===== src/rtl/unary_bin_decoder_pkg.sv =====
// Shared definitions for the unary-to-binary decoder: FSM state encodings and defaults.
// Imported by unary_bin_decoder and ucnt_window.
package unary_bin_decoder_pkg;

   localparam int BITWIDTH_DEFAULT = 8;

   // Encoding 2'd3 is unused and recovers to IDLE.
   typedef enum logic [1:0] {
      ST_IDLE    = 2'd0,
      ST_RUN     = 2'd1,
      ST_DONE    = 2'd2,
      ST_ILLEGAL = 2'd3
   } udec_state_e;

   function automatic logic is_start_state(input udec_state_e st);
      return (st == ST_IDLE) || (st == ST_DONE);
   endfunction

endpackage


===== src/rtl/ucnt_window.sv =====
// Window sample counter and ones accumulator for the unary decoder.
// oLast flags the final sample of a 2^BITWIDTH window; the counter wraps to 0 afterwards.
module ucnt_window
   import unary_bin_decoder_pkg::*;
#(
   parameter int BITWIDTH = BITWIDTH_DEFAULT
) (
   input  logic              iClk,
   input  logic              iRstN,
   input  logic              iClr,
   input  logic              iEn,
   input  logic              iA,
   output logic [BITWIDTH:0] oOnes,
   output logic              oLast
);

   logic [BITWIDTH-1:0] cnt_q, cnt_d;
   logic [BITWIDTH:0]   ones_q, ones_d;

   always_comb begin
      cnt_d  = cnt_q;
      ones_d = ones_q;
      if (iClr) begin
         cnt_d  = '0;
         ones_d = '0;
      end else if (iEn) begin
         cnt_d  = cnt_q + 1'b1;
         ones_d = ones_q + {{BITWIDTH{1'b0}}, iA};
      end
   end

   always_ff @(posedge iClk or negedge iRstN) begin
      if (!iRstN) begin
         cnt_q  <= '0;
         ones_q <= '0;
      end else begin
         cnt_q  <= cnt_d;
         ones_q <= ones_d;
      end
   end

   assign oOnes = ones_q;
   assign oLast = &cnt_q;

endmodule


===== src/rtl/unary_bin_decoder.sv =====
// Unary bitstream to binary converter: counts ones over a 2^BITWIDTH window.
// Define BIPOLAR_EN to output the two's-complement value ones - 2^(BITWIDTH-1).
module unary_bin_decoder
   import unary_bin_decoder_pkg::*;
#(
   parameter int BITWIDTH = BITWIDTH_DEFAULT
) (
   input  logic              iClk,
   input  logic              iRstN,
   input  logic              iClr,
   input  logic              iStart,
   input  logic              iA,
   output logic              oBusy,
   output logic              oValid,
   output logic [BITWIDTH:0] oData
);

   udec_state_e       state_q;
   logic              busy_q;
   logic              valid_q;
   logic [BITWIDTH:0] data_q;

   logic              start_accept;
   logic              cnt_clr;
   logic              cnt_en;
   logic              last_sample;
   logic [BITWIDTH:0] ones;
   logic [BITWIDTH:0] window_sum;
   logic [BITWIDTH:0] result_d;

   assign start_accept = iStart && is_start_state(state_q);
   assign cnt_clr      = iClr || start_accept;
   assign cnt_en       = (state_q == ST_RUN);

   ucnt_window #(
      .BITWIDTH(BITWIDTH)
   ) u_window (
      .iClk (iClk),
      .iRstN(iRstN),
      .iClr (cnt_clr),
      .iEn  (cnt_en),
      .iA   (iA),
      .oOnes(ones),
      .oLast(last_sample)
   );

   // The final sample is folded in combinationally so the result lands on the same edge.
   assign window_sum = ones + {{BITWIDTH{1'b0}}, iA};

`ifdef BIPOLAR_EN
   localparam logic [BITWIDTH:0] BIAS = (BITWIDTH+1)'(1) << (BITWIDTH - 1);
   assign result_d = window_sum - BIAS;
`else
   assign result_d = window_sum;
`endif

   always_ff @(posedge iClk or negedge iRstN) begin
      if (!iRstN) begin
         state_q <= ST_IDLE;
         busy_q  <= 1'b0;
         valid_q <= 1'b0;
         data_q  <= '0;
      end else if (iClr) begin
         state_q <= ST_IDLE;
         busy_q  <= 1'b0;
         valid_q <= 1'b0;
         data_q  <= '0;
      end else begin
         case (state_q)
            ST_IDLE: begin
               valid_q <= 1'b0;
               if (iStart) begin
                  state_q <= ST_RUN;
                  busy_q  <= 1'b1;
               end
            end
            ST_RUN: begin
               if (last_sample) begin
                  state_q <= ST_DONE;
                  busy_q  <= 1'b0;
                  valid_q <= 1'b1;
                  data_q  <= result_d;
               end
            end
            ST_DONE: begin
               valid_q <= 1'b0;
               if (iStart) begin
                  state_q <= ST_RUN;
                  busy_q  <= 1'b1;
               end else begin
                  state_q <= ST_IDLE;
                  busy_q  <= 1'b0;
               end
            end
            default: begin
               state_q <= ST_IDLE;
               busy_q  <= 1'b0;
               valid_q <= 1'b0;
            end
         endcase
      end
   end

   assign oBusy  = busy_q;
   assign oValid = valid_q;
   assign oData  = data_q;

endmodule


===== config.mk =====
export PLATFORM = sky130hd
export DESIGN_NAME = unary_bin_decoder
export DESIGN_NICKNAME = d
export VERILOG_FILES = /design/src/rtl/unary_bin_decoder_pkg.sv /design/src/rtl/ucnt_window.sv /design/src/rtl/unary_bin_decoder.sv
export SDC_FILE = /design/constraint.sdc
export NUM_CORES = 1
export LEC_CHECK = 0
export BUFFER_PORTS_ARGS = -buffer_cell sky130_fd_sc_hd__buf_4
export CAP_MARGIN = 15
export CORE_ASPECT_RATIO = 1.1
export CORE_MARGIN = 3
export CORE_UTILIZATION = 61
export DETAILED_ROUTE_END_ITERATION = 7
export PLACE_DENSITY = 0.78
export SYNTH_ARGS = -nofsm -noshare
export SYNTH_HDL_FRONTEND = slang
export SYNTH_SLANG_ARGS = --single-unit

===== constraint.sdc =====
create_clock -name iClk -period 4.1 [get_ports iClk]
set_input_delay 0.82 -clock iClk [delete_from_list [all_inputs] [get_ports iClk]]
set_output_delay 0.82 -clock iClk [all_outputs]
set_load 0.01 [all_outputs]

Word level (Yosys, flattened, before mapping)
Cells that the tools add are included.

Input port bits: 5. Register bits: 30. Logic and storage cells: 42.

Reduce and logical (&&, ||, !) cells: 10. Mux-type cells: 20. Add/sub/neg operators: 2. Equal/unequal tests: 4.

Operator list (count): $mux 9 (5); $mux 8 (2); $add 9x1->9 (1); $add 8x1->8 const B (1); $mux 1 (8); $reduce_and 8->1 (1); $mux 2 (3); $pmux 2 s3 (1); $reduce_bool 2->1 (3); $reduce_and 2->1 (2); $ne 3x2->1 const B (1); $ne 3x3->1 const B (1); $pmux 1 s3 (1); $eq 2x1->1 const B (1); $eq 2x2->1 const B (1); $logic_not 2->1 (1); $logic_or 1x1->1 (2); $logic_and 1x1->1 (1).

Longest topological paths before layout
Depth after elaboration: 5. Gate-level depth with buffers: 6. Depth with buffers taken out: 6.

By module
A second synthesis with hierarchy kept.

Cells, all modules: 141. Area, all modules: 1540.2 µm².

By module, submodules not included: ucnt_window (sequential area each 425.4 µm², area each 874.6 µm², cells an instance 85, instances 1); unary_bin_decoder (sequential area each 325.3 µm², area each 665.6 µm², cells an instance 56, instances 1).

Worst setup path after synthesis
Ideal clock, no wire load.

Path type: in2reg. From: input iA. To: register data_q[8], in the netlist oData[8]. Cell stages on the path: 6. Data arrival time: 1.714 ns. Setup slack: 2.290 ns. Data required time: 4.004 ns. Path buffers: 0. Path through: ha_1 ha_1 nand3_1 nor2_1 xnor2_1 o31ai_1.

Word-level cells in the longest chain between the ends: 4.

RTL lines: from (decl) (line unary_bin_decoder.sv:12) `input logic iA,`; $add 9x1->9 (line unary_bin_decoder.sv:48) `assign window_sum = ones + {{BITWIDTH{1'b0}}, iA};`; $mux 9 (line unary_bin_decoder.sv:78) `if (last_sample) begin`; $mux 9 (line unary_bin_decoder.sv:69) `case (state_q)`; $mux 9 (line unary_bin_decoder.sv:63) `end else if (iClr) begin`; to (signal assigned) (line unary_bin_decoder.sv:82) `data_q <= result_d;`; to (decl) (line unary_bin_decoder.sv:21) `logic [BITWIDTH:0] data_q;`.

Every way passes these cells. The select of a mux whose other input is x is not followed. A chain may end at the register's enable or synchronous reset.

Worst setup path after layout
From: register u_window.cnt_q[0]. To: register data_q[2], in the netlist oData[2].

Word-level cells in the longest chain between the ends: 3.

RTL lines: from (decl) (line ucnt_window.sv:17) `logic [BITWIDTH-1:0] cnt_q, cnt_d;`; from (signal assigned) (line ucnt_window.sv:37) `cnt_q <= cnt_d;`; $reduce_and 8->1 (line ucnt_window.sv:43) `assign oLast = &cnt_q;`; $reduce_bool 2->1 (no source line); $reduce_and 2->1 (no source line).

Every way passes these cells.

==> summary.txt <==
Status -> completed
PD cells -> 308.2 nW/um2
CTS Hold Bufs -> 0
Syn. warnings -> 0
Worst Skew -> 0.006211 ns
Critical Path Sink Type -> register
Slew at the pin closest to its max-slew limit -> 0.6745 ns
Crit path max-delay cell type -> nor3b_4
Total Routing Usage GR -> 0.2220
Worst-skew pair later-pin latency -> 0.32 ns
Root buf cell -> clkbuf_4
Seq cells post-synth -> 30
Post-synth top flop -> dfrtp_1
First-pass GRT wire length -> 4954 um
Clk buf depth -> 2
Post-CTS Resized -> 0
Number of global-route vias before repair -> 1,097
Layout cells sized above 1 -> 0.1859
DRC viols -> 0
Crit-path cells -> ha_1, nand3b_4, nor3b_4, nor2_1, a211oi_1
Max Clk Rate -> 551.4 MHz
Minimum hold slack -> 0.4069 ns
Setup Fix Bufs, Post-CTS -> 0
CTS tree -> yes
Crit path largest cell delay -> 0.59 ns
Die H -> 57.75 um
Avg Cell Area, Syn -> 10.53 um2
Cell area after layout -> 1652 um2
Die width -> 53.05 um
Final hold vios -> 0
Max Cap Viol -> 0
Initial DRC count -> 23
Layout fillers -> 158
Final non-filler cell total -> 186
Grt ovf -> 0
CP Launch Type -> register
Starting Density -> 0.6529
Number of nets in the layout -> 165
Synth async-reset ratio -> 1.000
Ant diodes -> 0
Routed WL per cell -> 15.32 um
Site Rows -> 18
TritonRoute pass-1 iters -> 4
Min cycle time layout -> 1.813 ns
Number of port buffers -> 15
DRT antenna net count -> 0
Crit Path Max Fanout -> 14
Vias per cell -> 5.828
GP Congestion -> 0.8209
Syn Nets -> 149
Die area -> 3063 um2
HP Class -> in -> async
Area of the mapped netlist -> 1485 um2
Synthesis-to-finish area growth -> 11.20%
Reg-to-Reg Start -> u_window.cnt_q[0]$_DFFE_PN0P_
Worst EP arrival -> 2.03 ns
Setup tns final -> 0 ns
Period utilisation layout -> 0.4423
Clk sinks -> 30
CTS buffer count -> 5
Final wirelength -> 2850 um
WS Path Type -> reg -> reg
Setup violators final -> 0
Routed vias -> 1,084
Core region area -> 2275 um2
H-Tree Depth -> 2
Syn Inst Count -> 141
R2r endpoint -> oData[2]$_DFFE_PN0P_
Initial antenna violation count -> 0
Top cell family by delay on the critical path -> simple AND/OR/NAND/NOR gates
Post-DP HPWL -> 2045 um
Number of I/O pins -> 16
R2R cell count -> 5
Max VDD drop -> 0.2421 mV
R2R Setup Slk -> 2.29 ns
CP required -> 4.32 ns
RSZ-0062 raised after global routing -> false
Dpl cells -> 180
EDFF count, synth -> 0
Final Max Tran Viols -> 0
Placed Area -> 1600 um2
Synth cell types -> 37
Leak pwr -> 0.7542 nW
CP bufs+invs -> 0
Largest net degree at the start of global routing -> 31
Portion of the post-synthesis area used by sequential elements -> 0.5055
Clk slew on worst S/H paths -> 0.09 ns
Slew HR -> 0.5499
==> power by group <==
group | internal, W | switching [W] | total [W]
logic | 0.0000115 | 0.0000229 | 0.0000344
registers | 0.000299 | 0.00000364 | 0.000303
clock network | 0.0000772 | 0.0000948 | 0.000172
total | 0.000388 | 0.000121 | 0.000509
==> routing by layer <==
metal | GRT usage | part of all wire | vias up | routed length (um)
met2 | 0.3599 | 0.52 | 28 | 1472
met4 | 0.1131 | 0.015 | 0 | 42
li1 | - | - | 524 | -
met1 | 0.2688 | 0.43 | 528 | 1214
met3 | 0.05913 | 0.042 | 4 | 120
met5 | 0 | 0 | - | 0
==> synth_stat cells (all sizes together) (4+ instances only) <==
master  number  area [um2]
nor2        21       78.83
a21oi        5       25.02
dfrtp       30       750.7
nand3        4       20.02
xor2         7       61.31
o21ai        6       30.02
a211oi       6       65.06
nor2b        4       25.02
nand2       12       47.55
xnor2        7       61.31
==> layout by cell type (no fill, tap or decap), types with 2 or more instances in the layout <==
| cell | n |
|---|---|
| a211oi_1 | 2 |
| a211oi_2 | 4 |
| a21oi_1 | 5 |
| a22o_1 | 3 |
| buf_4 | 15 |
| clkbuf_4 | 5 |
| dfrtp_1 | 30 |
| ha_1 | 3 |
| inv_1 | 2 |
| mux2i_1 | 2 |
| nand2_1 | 11 |
| nand2b_1 | 3 |
| nand3_1 | 4 |
| nand4_1 | 3 |
| nor2_1 | 21 |
| nor2b_1 | 4 |
| o21ai_0 | 5 |
| o22ai_1 | 2 |
| o31ai_1 | 3 |
| xnor2_1 | 7 |
| xor2_1 | 7 |
==> state kept, by name, indices dropped and copies added (netlist names) <==
register and cells:
oBusy 1, oData 9, oValid 1, state_q 2, u_window.cnt_q 8, u_window.oOnes 9
==> final cells by class <==
| class | instances | area [um2] | share of cell area |
|---|---|---|---|
| Multi-Input combinational cell | 103 | 691.9 | 0.4189 |
| Sequential cell | 30 | 750.7 | 0.4545 |
| Timing Repair Buffer | 15 | 112.6 | 0.06818 |
| Tap cell | 30 | 37.54 | 0.02273 |
| Clock buffer | 6 | 51.30 | 0.03106 |
| Inverter | 2 | 7.507 | 0.004545 |
==> cell families after synthesis <==
family	after synthesis	synth area share
buffers and inverters	8	0.02864
xor gates and xnor gates	14	0.08256
adders and majority gates	3	0.02528
and+or+nand+nor	57	0.2132
muxes	2	0.01348
DFF	30	0.5055
AOI/OAI and AO/OA	27	0.1314
==> metrics by stage <==
stage	utilization	total power, W	worst slack [ns]
floorplan	-	0.0003277	2.290
CTS	0.7261	0.0005141	2.264
global placement	0.7035	0.0003419	2.085
detailed placement	0.7035	0.0003436	2.060
global route	0.7261	0.0005292	2.159
finish	0.7261	0.0005089	2.287
==> worst max-delay path by stage <==
stage,to,from,slack [ns],depth (start not counted)
global placement,u_window.oOnes[4]$_DFFE_PN0P_,iA,2.09,6
detailed placement,oData[8]$_DFFE_PN0P_,iA,2.06,7
global route,oData[2]$_DFFE_PN0P_,u_window.cnt_q[0]$_DFFE_PN0P_,2.16,5
CTS,oData[2]$_DFFE_PN0P_,u_window.cnt_q[0]$_DFFE_PN0P_,2.26,5
floorplan,oData[8]$_DFFE_PN0P_,iA,2.29,6
finish,oData[2]$_DFFE_PN0P_,u_window.cnt_q[0]$_DFFE_PN0P_,2.29,5
==> worst register-to-register path, delay by kind of cell, from the launching register on <==
family | cells | cell delay, ns
fa+ha+maj | 1 | 0.24
compound gates | 1 | 0.26
simple gates | 3 | 0.80
flops | 1 | 0.41
(Power assumes the default switching activity.)
